<file path="src/rtl/mips_bus_pkg.sv">
// Shared types and constants for the MIPS
// memory-bus arbiter.
package mips_bus_pkg;

  typedef enum logic [1:0] {
    IDLE,
    BUS,
    RDATA,
    DONE
  } state_e;

  typedef enum logic {
    PORT_I,
    PORT_D
  } port_e;

  localparam logic [3:0]  BE_WORD      = 4'hF;
  localparam logic [31:0] RESET_VECTOR = 32'hBFC00000;

  function automatic port_e other_port(
    input port_e p
  );
    return (p == PORT_I) ? PORT_D : PORT_I;
  endfunction

endpackage

</file>
<file path="src/rtl/mips_bus_rr_pick.sv">
// Two-way round-robin choice between fetch
// and data requesters.
module mips_bus_rr_pick
  import mips_bus_pkg::*;
(
  input  logic  i_ireq,
  input  logic  i_dreq,
  input  port_e i_last,
  output logic  o_valid,
  output port_e o_pick
);

  // A tie goes to the port that did not win last.
  always_comb begin
    o_valid = i_ireq | i_dreq;
    o_pick  = PORT_I;
    unique case (1'b1)
      (i_ireq & i_dreq):
        o_pick = other_port(i_last);
      (!i_ireq & i_dreq):
        o_pick = PORT_D;
      default:
        o_pick = PORT_I;
    endcase
  end

endmodule

</file>
<file path="src/rtl/mips_bus_arbiter.sv">
// Shares one Avalon-style bus between fetch and
// data ports, one transaction at a time.
module mips_bus_arbiter
  import mips_bus_pkg::*;
#(
  parameter int TIMEOUT = 256,
  parameter int CNT_W   = 9
) (
  input  logic        clk,
  input  logic        reset,
  input  logic        i_req,
  input  logic [31:0] i_addr,
  output logic [31:0] i_rdata,
  output logic        i_done,
  input  logic        d_req,
  input  logic        d_we,
  input  logic [31:0] d_addr,
  input  logic [31:0] d_wdata,
  input  logic [3:0]  d_byteenable,
  output logic [31:0] d_rdata,
  output logic        d_done,
  output logic [31:0] address,
  output logic        read,
  output logic        write,
  output logic [31:0] writedata,
  output logic [3:0]  byteenable,
  input  logic        waitrequest,
  input  logic [31:0] readdata,
  output logic        err,
  output logic        busy
);

  localparam bit LP_TO_EN = (TIMEOUT != 0);
  localparam logic [CNT_W-1:0] LP_TO_LAST =
    LP_TO_EN ? CNT_W'(TIMEOUT - 1) : '0;

  state_e           r_state;
  port_e            r_last;
  port_e            r_port;
  logic [CNT_W-1:0] r_cnt;
  logic [31:0]      r_address;
  logic             r_read;
  logic             r_write;
  logic [31:0]      r_wdata;
  logic [3:0]       r_be;
  logic [31:0]      r_i_rdata;
  logic [31:0]      r_d_rdata;
  logic             r_i_done;
  logic             r_d_done;
  logic             r_err;
  logic             r_busy;

  logic             w_gnt;
  port_e            w_pick;

  mips_bus_rr_pick u_pick (
    .i_ireq  (i_req),
    .i_dreq  (d_req),
    .i_last  (r_last),
    .o_valid (w_gnt),
    .o_pick  (w_pick)
  );

  // Transaction FSM with all outputs registered.
  always_ff @(posedge clk) begin
    if (!reset) begin
      r_state   <= IDLE;
      r_last    <= PORT_D;
      r_port    <= PORT_I;
      r_cnt     <= '0;
      r_address <= '0;
      r_read    <= 1'b0;
      r_write   <= 1'b0;
      r_wdata   <= '0;
      r_be      <= '0;
      r_i_rdata <= '0;
      r_d_rdata <= '0;
      r_i_done  <= 1'b0;
      r_d_done  <= 1'b0;
      r_err     <= 1'b0;
      r_busy    <= 1'b0;
    end else begin
      r_i_done <= 1'b0;
      r_d_done <= 1'b0;
      r_err    <= 1'b0;
      unique case (r_state)
        IDLE: begin
          if (w_gnt) begin
            r_port  <= w_pick;
            r_last  <= w_pick;
            r_cnt   <= '0;
            r_busy  <= 1'b1;
            r_state <= BUS;
            if (w_pick == PORT_I) begin
              r_address <= i_addr;
              r_read    <= 1'b1;
              r_write   <= 1'b0;
              r_wdata   <= '0;
              r_be      <= BE_WORD;
            end else begin
              r_address <= d_addr;
              r_read    <= !d_we;
              r_write   <= d_we;
              r_wdata   <= d_wdata;
              r_be      <= d_byteenable;
            end
          end
        end
        BUS: begin
          if (!waitrequest) begin
            r_address <= '0;
            r_read    <= 1'b0;
            r_write   <= 1'b0;
            r_wdata   <= '0;
            r_be      <= '0;
            if (r_read) begin
              r_state <= RDATA;
            end else begin
              r_state  <= DONE;
              r_i_done <= (r_port == PORT_I);
              r_d_done <= (r_port == PORT_D);
            end
          end else if (LP_TO_EN &&
                       r_cnt == LP_TO_LAST) begin
            r_address <= '0;
            r_read    <= 1'b0;
            r_write   <= 1'b0;
            r_wdata   <= '0;
            r_be      <= '0;
            r_err     <= 1'b1;
            r_state   <= DONE;
            r_i_done  <= (r_port == PORT_I);
            r_d_done  <= (r_port == PORT_D);
            if (r_read) begin
              if (r_port == PORT_I)
                r_i_rdata <= '0;
              else
                r_d_rdata <= '0;
            end
          end else begin
            r_cnt <= r_cnt + 1'b1;
          end
        end
        RDATA: begin
          if (r_port == PORT_I)
            r_i_rdata <= readdata;
          else
            r_d_rdata <= readdata;
          r_i_done <= (r_port == PORT_I);
          r_d_done <= (r_port == PORT_D);
          r_state  <= DONE;
        end
        DONE: begin
          r_busy  <= 1'b0;
          r_state <= IDLE;
        end
      endcase
    end
  end

  assign address    = r_address;
  assign read       = r_read;
  assign write      = r_write;
  assign writedata  = r_wdata;
  assign byteenable = r_be;
  assign i_rdata    = r_i_rdata;
  assign d_rdata    = r_d_rdata;
  assign i_done     = r_i_done;
  assign d_done     = r_d_done;
  assign err        = r_err;
  assign busy       = r_busy;

endmodule

</file>
<file path="config.mk">
export PLATFORM = sky130hd
export DESIGN_NAME = mips_bus_arbiter
export DESIGN_NICKNAME = d
export VERILOG_FILES = /design/src/rtl/mips_bus_pkg.sv /design/src/rtl/mips_bus_rr_pick.sv /design/src/rtl/mips_bus_arbiter.sv
export SDC_FILE = /design/constraint.sdc
export NUM_CORES = 1
export LEC_CHECK = 0
export BUFFER_PORTS_ARGS = -buffer_cell sky130_fd_sc_hd__buf_2
export CORE_MARGIN = 2
export CORE_UTILIZATION = 40
export DETAILED_ROUTE_END_ITERATION = 7
export PLACE_DENSITY = 0.7
export SLEW_MARGIN = 20
export SYNTH_ARGS = -nofsm -noshare
export SYNTH_HDL_FRONTEND = slang
export SYNTH_SLANG_ARGS = --single-unit
</file>
<file path="constraint.sdc">
create_clock -name clk -period 2.9 [get_ports clk]
set_input_delay 0.29 -clock clk [delete_from_list [all_inputs] [get_ports clk]]
set_output_delay 0.29 -clock clk [all_outputs]
set_load 0.1 [all_outputs]
</file>
-- After elaboration in Yosys (flattened, before gate mapping)
Index checks and enable logic that the tools add are counted.
W data, S select, Z words.
- output and inout port bits: 138
- flip-flop bits (word level): 151
- word-level logic and storage cells: 103
- equality and inequality tests: 14
- $add $sub $neg: 1
- muxes and demuxes: 55
- bitwise operators: 4
- reductions and logical operators: 14
- operators by type and width (operator ; number):
    $mux W32 ; 16
    $pmux W32 S2 ; 4
    $mux W9 ; 3
    $pmux W9 S2 ; 1
    $mux W1 ; 16
    $mux W4 ; 4
    $ne A2 B2 Y1 const B ; 8
    $pmux W1 S2 ; 6
    $reduce_and A6 Y1 ; 2
    $add A9 B1 Y9 const B ; 1
    $eq A9 B8 Y1 const B ; 1
    $pmux W2 S4 ; 1
    $pmux W4 S2 ; 1
    $mux W2 ; 3
    $reduce_and A2 Y1 ; 3
    $reduce_and A3 Y1 ; 2
    $reduce_bool A2 Y1 ; 3
    $eq A2 B2 Y1 const B ; 2
    $reduce_and A4 Y1 ; 1
    $ne A3 B3 Y1 const B ; 1
    $and A1 B1 Y1 ; 2
    $eq A2 B1 Y1 const B ; 1
    $logic_not A1 Y1 ; 2
    $logic_not A2 Y1 ; 1
    3 further kinds ; 3

-- Logic depth before layout (Yosys ltp)
- depth after elaboration: 6
- gate-level depth with buffers: 9
- depth with buffers taken out: 8

-- Modules after synthesis
Synthesis repeated with hierarchy kept, for this count alone.
- cell total of the unflattened synthesis: 764
- area, all modules: 6759.0 sq um
- modules (own cells, without submodules) (module ; times used ; cells an instance ; area each (sq um)):
    mips_bus_arbiter ; 1 ; 762 ; 6745.2
    mips_bus_rr_pick ; 1 ; 2 ; 13.8

-- Worst setup path after synthesis
OpenSTA, ideal clock, no wires.
- kind: reg2reg
- from: register r_cnt[0]
- to: register r_cnt[5]
- arrival time: 1976 ps
- clock period less this slack: 2046 ps
- required time: 2829 ps
- setup slack: 854 ps
- library setup time: 71 ps
- buffers on the path: 0
- stages on the path, launching flop included: 9
- path through: dfxtp_1 -> ha_1 -> nand3_1 -> nor2_1 -> ha_1 -> nand2b_1 -> a211o_1 -> or4_1 -> a21oi_1
- longest elaborated chain between the ends: 4
- RTL lines (element ; line ; RTL):
    from (decl) ; mips_bus_arbiter.sv:40 ; logic [CNT_W-1:0] r_cnt;
    from (signal assigned) ; mips_bus_arbiter.sv:141 ; r_cnt <= r_cnt + 1'b1;
    $add A9 B1 Y9 ; mips_bus_arbiter.sv:141 ;
    $mux W9 ; mips_bus_arbiter.sv:123 ; end else if (LP_TO_EN &&
    $mux W9 ; mips_bus_arbiter.sv:110 ; if (!waitrequest) begin
    $pmux W9 S2 ; mips_bus_arbiter.sv:86 ; unique case (r_state)
Several ways; a longest one is shown, not always the timed one. The select of a mux whose other input is x is not followed.
A chain may end at the register's enable or synchronous reset.

-- Final worst setup path
Ends and elaborated chain as after synthesis.

==> results.json <==
{
  "synth-async-reset-ratio_pct": 0,
  "grt.total_usage_pct": 19.3,
  "ys_types": 39,
  "start_util_pct": 40.5,
  "setup_tns_ps": 0,
  "drv_cap": 0,
  "slew_headroom_pct": 55.8,
  "vias": 5750,
  "clock-sinks": 151,
  "period_minus_slack_ps": 2410,
  "path_cells": "ha_1 > nand3_1 > nor2_1 > ha_1 > nand2b_1 > a211o_1 > or4_1 > a21oi_1",
  "io_pins": 276,
  "tightest_slew_ps": 663,
  "leakagePower_nw": 3.75,
  "wl_um": 16300,
  "dieWidth_um": 127,
  "clockRootBuffer": "clkbuf_16",
  "clock_skew_ps": 8.55,
  "synth_top_family_by_area": "compound AO/OA/AOI/OAI gates",
  "hold_viol": 0,
  "htree_levels": 4,
  "drc": 0,
  "fin_crit_sh_pct": 82.9,
  "cts_buffer_depth": 2,
  "yosys_warnings": 0,
  "ant_nets": 0,
  "dr.pass1.iters": 4,
  "hold_path.class": "input pin to flip-flop",
  "cpPeakStageDelay_ps": 530,
  "register_area_um2": 3020,
  "multi_input_area_um2": 2790,
  "netlist_area_um2": 6080,
  "yosys_register_bits": 151,
  "arrival_ps": 2740,
  "cts_resized": 0,
  "drive_above_1_share_pct": 34.6,
  "diodes": 0,
  "syn_avg_cell_area_um2": 8.90,
  "synth_simple_gate_area_share_pct": 19.2,
  "required_ps": 3240,
  "synthCells": 683,
  "muxShareOfSynthArea_pct": 5.43,
  "synth_edf_count": 0,
  "cts_tree": "yes",
  "post_drt_via_cell_ratio": 5.08,
  "cpMaxStageDelayCell": "or4_1",
  "critPathTopFamily": "simple AND/OR/NAND/NOR gates",
  "antenna_found_initial": 0,
  "grt_pass1_vias": 5282,
  "synthToLayoutAreaGrowth_pct": 35.4,
  "ir_drop_v": 0.000605,
  "synth_compound_area_share_pct": 19.4,
  "endpoint_kind": "flip-flop",
  "dpl.hpwl_um": 10900,
  "die_h_um": 127,
  "fillers": 1419,
  "die-area_um2": 16200,
  "crit_buf_inv": 0,
  "grt_pass1_wl_um": 25500,
  "nets": 1076,
  "worst_slack_ps": 494,
  "seq_area_frac_synth_pct": 49.7,
  "cp_max_fo": 16,
  "status": "completed",
  "rsz0062_at_grt": "false",
  "wire_per_inst_um": 14.3,
  "worstSetupPathType": "flip-flop to flip-flop",
  "synthAdderAreaFrac_pct": 1.23,
  "max_freq_ghz": 0.416,
  "grt_max_degree": 68,
  "p_per_area_nw_per_um2": 1150,
  "portBuffers": 275,
  "layout_commonest_cell": "buf_2",
  "drtIter0Drc": 218,
  "synth-main-ff-cell": "dfxtp_1",
  "clkTransAtPathRegs_ps": 60,
  "grt-ovfl-total": 0,
  "cts_setup_buffers": 0,
  "pre_cts_ws_ps": 495,
  "cp-start-kind": "flip-flop",
  "setup_viol": 0,
  "syn_nets": 827,
  "fp.coreArea_um2": 15000,
  "final_cell_mix": "buf_2 (274), dfxtp_1 (151), nand2_1 (148), o22ai_1 (64), nand3_1 (39)",
  "critPathMostFrequentCell": "ha_1",
  "synth_xor_area_share_pct": 0,
  "cts_made_buffers": 17,
  "clk_latency_ps": 410,
  "report.final.slew_viol_count": 0,
  "cts_hold_buf": 0,
  "place.gp.congestion": 0.780,
  "rows": 45
}
==> tightest hold or removal path: stages <==
cell,delay [ps]
buf_2,90
nand3_1,50
a21boi_1,50
==> worst paths after layout <==
| path | start | end | slack [ps] | cells past startpoint |
|---|---|---|---|---|
| hold reg to reg | writedata[24] | writedata[24] | 440 | 2 |
| setup reg to reg | r_cnt[0] | r_cnt[5] | 490 | 8 |
| hold / removal | d_wdata[24] | writedata[24] | 130 | 3 |
| setup / recovery | r_cnt[0] | r_cnt[5] | 490 | 8 |
==> flip-flops by register name (all words and copies together) (netlist names), 2 cells and up <==
name	count
address	32
byteenable	4
d_rdata	32
i_rdata	32
r_cnt	9
r_state	2
writedata	32
==> per-stage QoR <==
stage | hold WS (ps) | cell area, um^2 | instances | utilization (%) | total power [mW]
5_1_grt | 126 | 8240 | 1133 | 54.8 | 9.89
4_1_cts | 114 | 8240 | 1133 | 54.8 | 9.53
3_3_place_gp | 435 | 7620 | 1101 | 50.7 | 7.20
3_5_place_dp | 439 | 7620 | 1101 | 50.7 | 7.22
2_1_floorplan | 437 | 6080 | 683 | - | 6.36
6_report | 128 | 8240 | 1133 | 54.8 | 9.45
==> metal layers <==
layer | GRT usage, % | routed length, um
met5 | 0 | 0
met4 | 7.69 | 303
met3 | 5.15 | 999
met1 | 23.3 | 7050
met2 | 32.7 | 7900
==> layout make-up <==
class | count | area share [%]
multi-input combinational | 464 | 33.9
clock inverter | 13 | 2.01
timing repair buffer | 289 | 18.6
sequential | 151 | 36.7
tap | 188 | 2.86
clock buffer | 19 | 5.50
inverter | 9 | 0.410
==> cell families after synthesis <==
group / Yosys count
and+or+nand+nor: 256
AOI/OAI and AO/OA: 169
DFF: 151
buffers and inverters: 68
muxes: 33
adders and majority gates: 6
==> cell usage after synthesis, types with 2 or more instances <==
master	n	area share (%)
a21boi_0	24	3.0
a21boi_1	15	1.9
a21oi_1	16	1.3
and2_1	34	3.5
and3_1	2	0.21
buf_1	3	0.19
buf_2	20	1.6
buf_4	2	0.25
buf_6	2	0.37
clkbuf_1	32	2.0
dfxtp_1	151	50
ha_1	6	1.2
inv_1	9	0.56
mux2i_1	33	5.4
nand2_1	148	9.1
nand2b_1	2	0.21
nand3_1	39	3.2
nor2_1	11	0.68
nor2b_1	7	0.72
nor4b_1	2	0.29
o21a_1	2	0.25
o21ai_0	6	0.49
o22ai_1	64	6.6
o2bb2ai_1	32	4.6
o31ai_1	3	0.37
or3_1	3	0.31
or4_1	3	0.37
==> report_power, final <==
part / total [mW] / internal [mW] / switching (mW)
combinational: 4.55 / 0.933 / 3.61
sequential: 2.60 / 2.42 / 0.181
clock: 2.30 / 1.41 / 0.886
Power figures use the tool's default switching activity.
